File: src/rtl/uart_tx_resp_queue_if.sv
// Response-queue bus: controller push side plus UART TX drain side.
// Latency: none, wires only.
// Backpressure: in_ready gates pushes; busy gates the level-valid drain.
interface uart_tx_resp_queue_if #(
    parameter int WIDTH = 8,
    parameter int DEPTH = 8
);
    localparam int CW = $clog2(DEPTH) + 1;

    logic [2*WIDTH-1:0] in_data;
    logic               in_wide;
    logic               in_valid;
    logic               in_ready;
    logic               busy;
    logic [WIDTH-1:0]   tx_data;
    logic               tx_d_vld;
    logic [CW-1:0]      fifo_count;
    logic               drop;
    logic               retry;

    // Controller / UART side (drives requests and busy).
    modport master (
        output in_data, in_wide, in_valid, busy,
        input  in_ready, tx_data, tx_d_vld, fifo_count, drop, retry
    );

    // Queue side.
    modport slave (
        input  in_data, in_wide, in_valid, busy,
        output in_ready, tx_data, tx_d_vld, fifo_count, drop, retry
    );
endinterface

File: src/rtl/uart_tx_resp_queue.sv
// Byte FIFO for 8/16-bit responses, drained one byte at a time to the UART TX path.
// Latency: push at edge k -> tx_d_vld/tx_data from edge k+1 when empty and idle.
// Backpressure: in_ready needs two free slots; drain holds tx_d_vld until busy, retries on timeout.
module uart_tx_resp_queue #(
    parameter int WIDTH   = 8,
    parameter int DEPTH   = 8,
    parameter int TIMEOUT = 255
) (
    input  logic                 clk,
    input  logic                 rst_n,
    uart_tx_resp_queue_if.slave  bus
);
    localparam int AW = $clog2(DEPTH);
    localparam int CW = AW + 1;
    localparam int TW = $clog2(TIMEOUT + 1);

    typedef enum logic [1:0] {S_IDLE, S_SEND, S_WAIT_DONE, S_RETRY} state_t;

    state_t           state, state_nxt;
    logic [WIDTH-1:0] mem [DEPTH];
    logic [AW-1:0]    wr_ptr, rd_ptr;
    logic [AW-1:0]    wr_ptr_p1;
    logic [CW-1:0]    count;
    logic [CW-1:0]    free_slots;
    logic [TW-1:0]    timer;
    logic [WIDTH-1:0] tx_data_q;
    logic             tx_vld_q, retry_q, drop_q;

    logic             push, pop, load, timer_clr, timer_inc, vld_nxt, retry_nxt;
    logic [1:0]       push_n;
    logic             timer_expired;

    // Ready is derived from the registered count only, so it never depends on in_valid.
    assign free_slots    = CW'(DEPTH) - count;
    assign bus.in_ready  = free_slots >= CW'(2);
    assign push          = bus.in_valid & bus.in_ready;
    assign push_n        = push ? (bus.in_wide ? 2'd2 : 2'd1) : 2'd0;
    assign wr_ptr_p1     = wr_ptr + AW'(1);
    assign timer_expired = (timer == TW'(TIMEOUT - 1));

    assign bus.tx_data    = tx_data_q;
    assign bus.tx_d_vld   = tx_vld_q;
    assign bus.fifo_count = count;
    assign bus.drop       = drop_q;
    assign bus.retry      = retry_q;

    // Drain FSM state register.
    always_ff @(posedge clk or negedge rst_n) begin
        if (!rst_n) state <= S_IDLE;
        else        state <= state_nxt;
    end

    // Drain FSM next-state logic.
    always_comb begin
        state_nxt = state;
        case (state)
            S_IDLE:      if (count != '0 && !bus.busy) state_nxt = S_SEND;
            S_SEND:      if (bus.busy)                 state_nxt = S_WAIT_DONE;
                         else if (timer_expired)       state_nxt = S_RETRY;
            S_RETRY:                                   state_nxt = S_SEND;
            S_WAIT_DONE: if (!bus.busy)                state_nxt = S_IDLE;
            default:                                   state_nxt = S_IDLE;
        endcase
    end

    // Drain FSM output decode: next values for the registered TX outputs and timer.
    always_comb begin
        load      = 1'b0;
        pop       = 1'b0;
        vld_nxt   = tx_vld_q;
        timer_clr = 1'b0;
        timer_inc = 1'b0;
        retry_nxt = 1'b0;
        case (state)
            S_IDLE: begin
                if (count != '0 && !bus.busy) begin
                    load      = 1'b1;
                    vld_nxt   = 1'b1;
                    timer_clr = 1'b1;
                end
            end
            S_SEND: begin
                if (bus.busy) begin
                    pop     = 1'b1;
                    vld_nxt = 1'b0;
                end else if (timer_expired) begin
                    vld_nxt   = 1'b0;
                    retry_nxt = 1'b1;
                end else begin
                    timer_inc = 1'b1;
                end
            end
            S_RETRY: begin
                // Same byte is re-presented; nothing is popped.
                vld_nxt   = 1'b1;
                timer_clr = 1'b1;
            end
            default: ;
        endcase
    end

    // Byte storage; contents need no reset because count qualifies every read.
    always_ff @(posedge clk) begin
        if (push) begin
            mem[wr_ptr] <= bus.in_data[WIDTH-1:0];
            if (bus.in_wide) mem[wr_ptr_p1] <= bus.in_data[2*WIDTH-1:WIDTH];
        end
    end

    // Pointers, occupancy, timer and registered outputs.
    always_ff @(posedge clk or negedge rst_n) begin
        if (!rst_n) begin
            wr_ptr    <= '0;
            rd_ptr    <= '0;
            count     <= '0;
            timer     <= '0;
            tx_data_q <= '0;
            tx_vld_q  <= 1'b0;
            retry_q   <= 1'b0;
            drop_q    <= 1'b0;
        end else begin
            if (push) wr_ptr <= wr_ptr + AW'(push_n);
            if (pop)  rd_ptr <= rd_ptr + AW'(1);
            // Push and pop may coincide; they never hit the same slot since count>=1 in SEND.
            count <= count + CW'(push_n) - CW'(pop);
            if (timer_clr)      timer <= '0;
            else if (timer_inc) timer <= timer + TW'(1);
            if (load) tx_data_q <= mem[rd_ptr];
            tx_vld_q <= vld_nxt;
            retry_q  <= retry_nxt;
            drop_q   <= bus.in_valid & ~bus.in_ready;
        end
    end
endmodule

File: src/flat_wrapper.sv
// flat-port wrapper written by rule: the top's interface ports become plain ports
module uart_tx_resp_queue_flat 
#(
    parameter int WIDTH   = 8,
    parameter int DEPTH   = 8,
    parameter int TIMEOUT = 255
)
  (clk, rst_n, bus_in_data, bus_in_wide, bus_in_valid, bus_busy, bus_in_ready, bus_tx_data, bus_tx_d_vld, bus_fifo_count, bus_drop, bus_retry);
  uart_tx_resp_queue_if #(.WIDTH(WIDTH), .DEPTH(DEPTH)) bus_i ();
  input  logic clk;
  input  logic rst_n;
  input wire logic [$bits(bus_i.in_data)-1:0] bus_in_data;
  input wire logic [$bits(bus_i.in_wide)-1:0] bus_in_wide;
  input wire logic [$bits(bus_i.in_valid)-1:0] bus_in_valid;
  input wire logic [$bits(bus_i.busy)-1:0] bus_busy;
  output wire logic [$bits(bus_i.in_ready)-1:0] bus_in_ready;
  output wire logic [$bits(bus_i.tx_data)-1:0] bus_tx_data;
  output wire logic [$bits(bus_i.tx_d_vld)-1:0] bus_tx_d_vld;
  output wire logic [$bits(bus_i.fifo_count)-1:0] bus_fifo_count;
  output wire logic [$bits(bus_i.drop)-1:0] bus_drop;
  output wire logic [$bits(bus_i.retry)-1:0] bus_retry;
  assign bus_i.in_data = bus_in_data;
  assign bus_i.in_wide = bus_in_wide;
  assign bus_i.in_valid = bus_in_valid;
  assign bus_i.busy = bus_busy;
  assign bus_in_ready = bus_i.in_ready;
  assign bus_tx_data = bus_i.tx_data;
  assign bus_tx_d_vld = bus_i.tx_d_vld;
  assign bus_fifo_count = bus_i.fifo_count;
  assign bus_drop = bus_i.drop;
  assign bus_retry = bus_i.retry;
  uart_tx_resp_queue #(.WIDTH(WIDTH), .DEPTH(DEPTH), .TIMEOUT(TIMEOUT)) u_core (.clk(clk), .rst_n(rst_n), .bus(bus_i));
endmodule
File: config.mk
export PLATFORM = sky130hd
export DESIGN_NAME = uart_tx_resp_queue_flat
export DESIGN_NICKNAME = d
export VERILOG_FILES = /design/src/rtl/uart_tx_resp_queue_if.sv /design/src/rtl/uart_tx_resp_queue.sv /design/src/flat_wrapper.sv
export SDC_FILE = /design/constraint.sdc
export NUM_CORES = 1
export LEC_CHECK = 0
export CAP_MARGIN = 20
export CORE_MARGIN = 5
export CORE_UTILIZATION = 40
export DETAILED_ROUTE_END_ITERATION = 12
export DONT_BUFFER_PORTS = 1
export PLACE_DENSITY_LB_ADDON = 0.12
export SLEW_MARGIN = 20
export SYNTH_ARGS = -nofsm -noshare
export SYNTH_HDL_FRONTEND = slang
export SYNTH_SLANG_ARGS = --single-unit
File: constraint.sdc
create_clock -name clk -period 3.6 [get_ports clk]
set_input_delay 0.54 -clock clk [delete_from_list [all_inputs] [get_ports clk]]
set_output_delay 0.54 -clock clk [all_outputs]
set_load 0.02 [all_outputs]
Word-level counts from Yosys, hierarchy flattened --
Memories as Yosys holds them, arrays and structs flattened. A register that Yosys moved wholly into a read port is not among the register bits. Index checks and enable logic that the tools add are counted.
Storage, ports and cells: output and inout bits 16, memory bits (writable) 64, memories 1, bits in registers 23, bits of input ports 21
Operators by class: bitwise gates (word level) 3, order comparisons 1, eq/ne operators 7, mux-type cells 29, reductions and logical operators 9, $add $sub $neg 7
Memory list:
- u_core.mem | depth 8, width 8, rd ports 1, clocked after memory_dff 1, wr ports 2, line uart_tx_resp_queue.sv:20 | logic [WIDTH-1:0] mem [DEPTH];
Operator list (number):
- two-way mux 1 bit | 18
- two-way mux 8 bit | 2
- two-way mux 2 bit | 6
- adder 8 x 1 -> 8 bit, second input constant | 1
- == test 8 bit, second input constant | 1
- one-hot mux 2 bit (4 select lines) | 1
- adder 3 x 1 -> 3 bit, second input constant | 2
- AND reduction 3 bit | 2
- adder 4 x 2 -> 4 bit | 1
- == test 2 bit, second input constant | 2
- >= comparator 4 x 2 -> 1 bit, second input constant | 1
- nonzero test 4 bit | 1
- subtractor 4 x 1 -> 4 bit | 1
- subtractor 4 bit, first input constant | 1
- adder 3 x 2 -> 3 bit | 1
- != test 3 x 2 -> 1 bit, second input constant | 1
- one-hot mux 1 bit (3 select lines) | 1
- nonzero test 3 bit | 1
- AND 1 bit | 2
- == test 2 x 1 -> 1 bit, second input constant | 1
- zero test 1 bit | 2
- zero test 2 bit | 1
- != test 2 x 1 -> 1 bit, second input constant | 1
- != test 2 bit, second input constant | 1
- 4 further kinds | 4

Depth between registers and ports, before layout --
word-level depth 6, mapped depth 12, gate-level depth less buffers 12

Least setup slack after synthesis --
No wires, ideal clock.
kind register to register, start reg u_core.count[0], in the netlist u_core.bus.fifo_count[0], end reg u_core.count[3], in the netlist u_core.bus.fifo_count[3], buffers on the path 0, data arrival time 2948 ps, period minus slack after synthesis 3028 ps, stages on the path, launching flop included 13, path slack 572 ps, cells stage by stage dfrtp_1 -> inv_1 -> ha_1 -> xnor2_1 -> nor3_2 -> nand2_1 -> nand3_1 -> ha_1 -> inv_1 -> ha_1 -> a21o_1 -> a21oi_1 -> xor2_1
Between the ends: cells in the longest elaborated chain, start to end 6
Ends and longest elaborated chain:
- start: declaration | line uart_tx_resp_queue.sv:23 | logic [CW-1:0] count;
- start signal: assignment | line uart_tx_resp_queue.sv:125 | count <= count + CW'(push_n) - CW'(pop);
- subtractor 4 bit | line uart_tx_resp_queue.sv:34 | assign free_slots = CW'(DEPTH) - count;
- >= comparator 4 x 2 -> 1 bit | line uart_tx_resp_queue.sv:35 | assign bus.in_ready = free_slots >= CW'(2);
- named net bus_in_ready | line flat_wrapper.sv:16 | output wire logic [$bits(bus_i.in_ready)-1:0] bus_in_ready;
- AND 1 bit | line uart_tx_resp_queue.sv:36 | assign push = bus.in_valid & bus.in_ready;
- two-way mux 2 bit | line uart_tx_resp_queue.sv:37 | assign push_n = push ? (bus.in_wide ? 2'd2 : 2'd1) : 2'd0;
- adder 4 x 2 -> 4 bit | line uart_tx_resp_queue.sv:125
- subtractor 4 x 1 -> 4 bit | line uart_tx_resp_queue.sv:125
The timed path passes the listed nets, and every way through them passes these cells. A chain may end at the register's enable or synchronous reset.

Worst setup path after layout --
start reg u_core.count[0], in the netlist u_core.bus.fifo_count[0], end reg u_core.count[3], in the netlist u_core.bus.fifo_count[3]
Between the ends: cells in the longest elaborated chain, start to end 6
Ends and longest elaborated chain (line):
- subtractor 4 bit | uart_tx_resp_queue.sv:34
- >= comparator 4 x 2 -> 1 bit | uart_tx_resp_queue.sv:35
- AND 1 bit | uart_tx_resp_queue.sv:36
- two-way mux 2 bit | uart_tx_resp_queue.sv:37
- adder 4 x 2 -> 4 bit (*) | uart_tx_resp_queue.sv:125
- subtractor 4 x 1 -> 4 bit (*) | uart_tx_resp_queue.sv:125
Every way passes the cells marked *; elsewhere a longest branch is shown, timed or not.

==> results.json <==
{
  "endpoint_kind": "register",
  "dr_wl_met2_um": 5090,
  "syn_area_per_cell_um2": 14.1,
  "cp_common_cell": "ha_1",
  "yosysTopAreaCell": "edfxtp_1",
  "cp-start-kind": "register",
  "crit_fanout": 6,
  "final-setup-viol-count": 0,
  "netlist_instances": 368,
  "fmax_mhz": 335,
  "layout.cells.non_filler": 556,
  "synth.distinct_cells": 46,
  "cts.reportedPaths.clkPinSlew_ns": 0.07,
  "powerDensity_nw_per_um2": 816,
  "routabilityCongestion": 0.765,
  "vias": 3037,
  "outcome": "completed",
  "ir_drop_v": 0.000263,
  "grt_overflow": 0,
  "drive_above_1_share_pct": 31.3,
  "ys_seq_area_share_pct": 52.0,
  "slowest_stage": "nor3_2",
  "cts_setup_buffers": 0,
  "timing.final.crit_share_pct": 82.9,
  "drt-met1-wl_um": 5360,
  "root_buffer": "clkbuf_16",
  "ys.warnings.count": 0,
  "ant_nets": 0,
  "cp.required_ns": 3.86,
  "clock_skew_ns": 0.00960,
  "hp-class": "primary input to async pin",
  "drcViolationCount": 0,
  "diodes": 0,
  "synth_seq_cells": 95,
  "io_buffers": 0,
  "yosysTopAreaCellShare_pct": 37.1,
  "syn_area_um2": 5180,
  "fin_setup_tns_ns": 0,
  "start_util_pct": 40.9,
  "slowest_delay_ns": 0.55,
  "die_h_um": 124,
  "drt_iter0_markers": 151,
  "async_flop_share_pct": 32.6,
  "cts_tree": "built",
  "wirelength_um": 11100,
  "worst_pin_slew_ns": 0.884,
  "hold_violations": 0,
  "place_inst": 539,
  "crit_type": "register to register",
  "n_fill_cell": 1176,
  "p_leak_uw": 0.00208,
  "nets": 420,
  "vias_per_cell": 5.46,
  "dp_hpwl_um": 7630,
  "grt.total_usage_pct": 15.8,
  "clockBufferDepth": 2,
  "crit_arrival_ns": 3.25,
  "top_layer": "met4",
  "wl_met3_um": 537,
  "routedWlPerCell_um": 20.0,
  "dieArea_um2": 15300,
  "core_area_um2": 12700,
  "antenna_found_initial": 0,
  "drv_cap": 0,
  "numCtsBuffers": 9,
  "final.min_clock_period_ns": 2.99,
  "cts-htree-levels": 3,
  "syn_to_final_growth_pct": 10.3,
  "crit_chain": "inv_1 > ha_1 > xnor2_1 > nor3_2 > nand2_1 > nand3_1 > ha_1 > inv_1 > ha_1 > a21o_1 > a21oi_1 > xor2_1",
  "synth_nets": 409,
  "grt_start_max_net_pins": 32,
  "ys.flop_type": "edfxtp_1",
  "place_area_um2": 5430,
  "rsz0062_at_grt": "false",
  "drtPass1Iterations": 4,
  "slew_violations": 0,
  "fin_util_pct": 45.1,
  "slew_headroom_pct": 41.1,
  "clk_latency_ns": 0.35,
  "io_pins": 37,
  "grt_pass1_wl_um": 17800,
  "synth_edf_count": 64,
  "rows": 41,
  "cts_sinks": 95,
  "synth.area.top_cells": "edfxtp_1 (37%), dfrtp_1 (15%), mux2_2 (14%)",
  "grt_pass1_vias": 3027,
  "design_area_um2": 5720,
  "fp.dieW_um": 124
}
## flip-flops by register name, summed over array words and instances (netlist names)
name / cells
u_core.state: 2
u_core.bus.tx_data: 8
u_core.wr_ptr: 3
u_core.bus.tx_d_vld: 1
u_core.bus.fifo_count: 4
u_core.bus.retry: 1
u_core.rd_ptr: 3
u_core.mem: 64
u_core.timer: 8
u_core.bus.drop: 1
## where the power goes
| part | total [uW] | leakage (uW) | switching [uW] | internal (uW) |
|---|---|---|---|---|
| combinational | 1860 | 0.000977 | 1020 | 843 |
| sequential | 1920 | 0.000972 | 381 | 1540 |
| clock | 885 | 0.000130 | 414 | 471 |
| total | 4660 | 0.00208 | 1810 | 2850 |
## synth_stat cells (4+ instances only)
cell type and number:
a21oi_1 12, a21oi_4 4, clkbuf_1 7, dfrtp_1 31, edfxtp_1 64, ha_1 18
inv_1 13, mux2_2 65, mux2i_1 9, mux4_2 16, nand2_1 13, nand3_1 10
nand3b_1 5, nor2_1 16, nor3_1 9, o21ai_0 10, o21ai_4 4, xnor2_1 8
xor2_1 5
## layout by cell type (no fill, tap or decap), types with 10 or more instances in the layout
cell | netlist | layout
a21oi_1 | 12 | 12
mux4_2 | 16 | 16
dfrtp_1 | 31 | 31
edfxtp_1 | 64 | 64
o21ai_0 | 10 | 10
inv_1 | 13 | 13
buf_4 | 1 | 13
ha_1 | 18 | 18
nand3_1 | 10 | 10
mux2_2 | 65 | 65
nor2_1 | 16 | 16
nand2_1 | 13 | 13
## final timing paths
| kind | end | cells past startpoint | slack, ns | start |
|---|---|---|---|---|
| min in group clk | u_core.bus.drop | 1 | 0.39 | bus_in_valid |
| worst min register to register | u_core.timer[7] | 2 | 0.59 | u_core.timer[7] |
| worst max-delay path | u_core.bus.fifo_count[3] | 12 | 0.61 | u_core.bus.fifo_count[0] |
| worst min-delay path | u_core.bus.tx_data[1] | 1 | 0.02 | rst_n |
| worst max register to register | u_core.bus.fifo_count[3] | 12 | 0.61 | u_core.bus.fifo_count[0] |
| max in group asynchronous | u_core.timer[0] | 1 | 3.40 | rst_n |
## critical path, delay by kind of cell, from the launching register on
family                   cells  cell delay [ns]
AO/OA/AOI/OAI                2             0.33
XOR/XNOR                     2             0.31
adder cells (fa/ha/maj)      3             0.70
buffers and inverters        2             0.23
flip-flops                   1             0.51
AND/OR/NAND/NOR              3             0.82
## logic make-up after synthesis
family                   count (synthesis)  share of synthesized area (%)
AND/OR/NAND/NOR                         75                           7.82
XOR/XNOR                                15                           2.82
AO/OA/AOI/OAI                           43                           6.52
buffers and inverters                   27                           2.24
multiplexers                            93                           23.5
adder cells (fa/ha/maj)                 20                           5.12
flip-flops                              95                           52.0
## what timing repair did
item / in CTS / in global routing
resized for setup: 0 / 0
hold buffers: 1 / 0
hold endpoints to repair: 31 / 0
## final cells by class
class | instances | area (um^2) | share of cell area [%]
clock inverter | 5 | 33.8 | 0.591
multi-input combinational | 246 | 2370 | 41.5
inverter | 13 | 48.8 | 0.854
tap | 172 | 215 | 3.76
sequential | 95 | 2700 | 47.2
timing repair buffer | 14 | 118 | 2.06
clock buffer | 11 | 233 | 4.07
## through the flow
stage               setup slack [ns]  hold slack (ns)  total power, uW
floorplan                      0.572            0.244             3310
global route                   0.356           0.0198             4990
detailed placement             0.589            0.246             3830
global placement               0.659            0.246             3800
finish                         0.615           0.0237             4660
CTS                            0.570           0.0154             4740
## routing by layer
metal / up-vias / GRT usage (%)
li1: 1428 / -
met1: 1543 / 23.0
met2: 56 / 23.5
met3: 10 / 3.36
met4: 0 / 5.19
met5: - / 0
(Power assumes the default switching activity.)
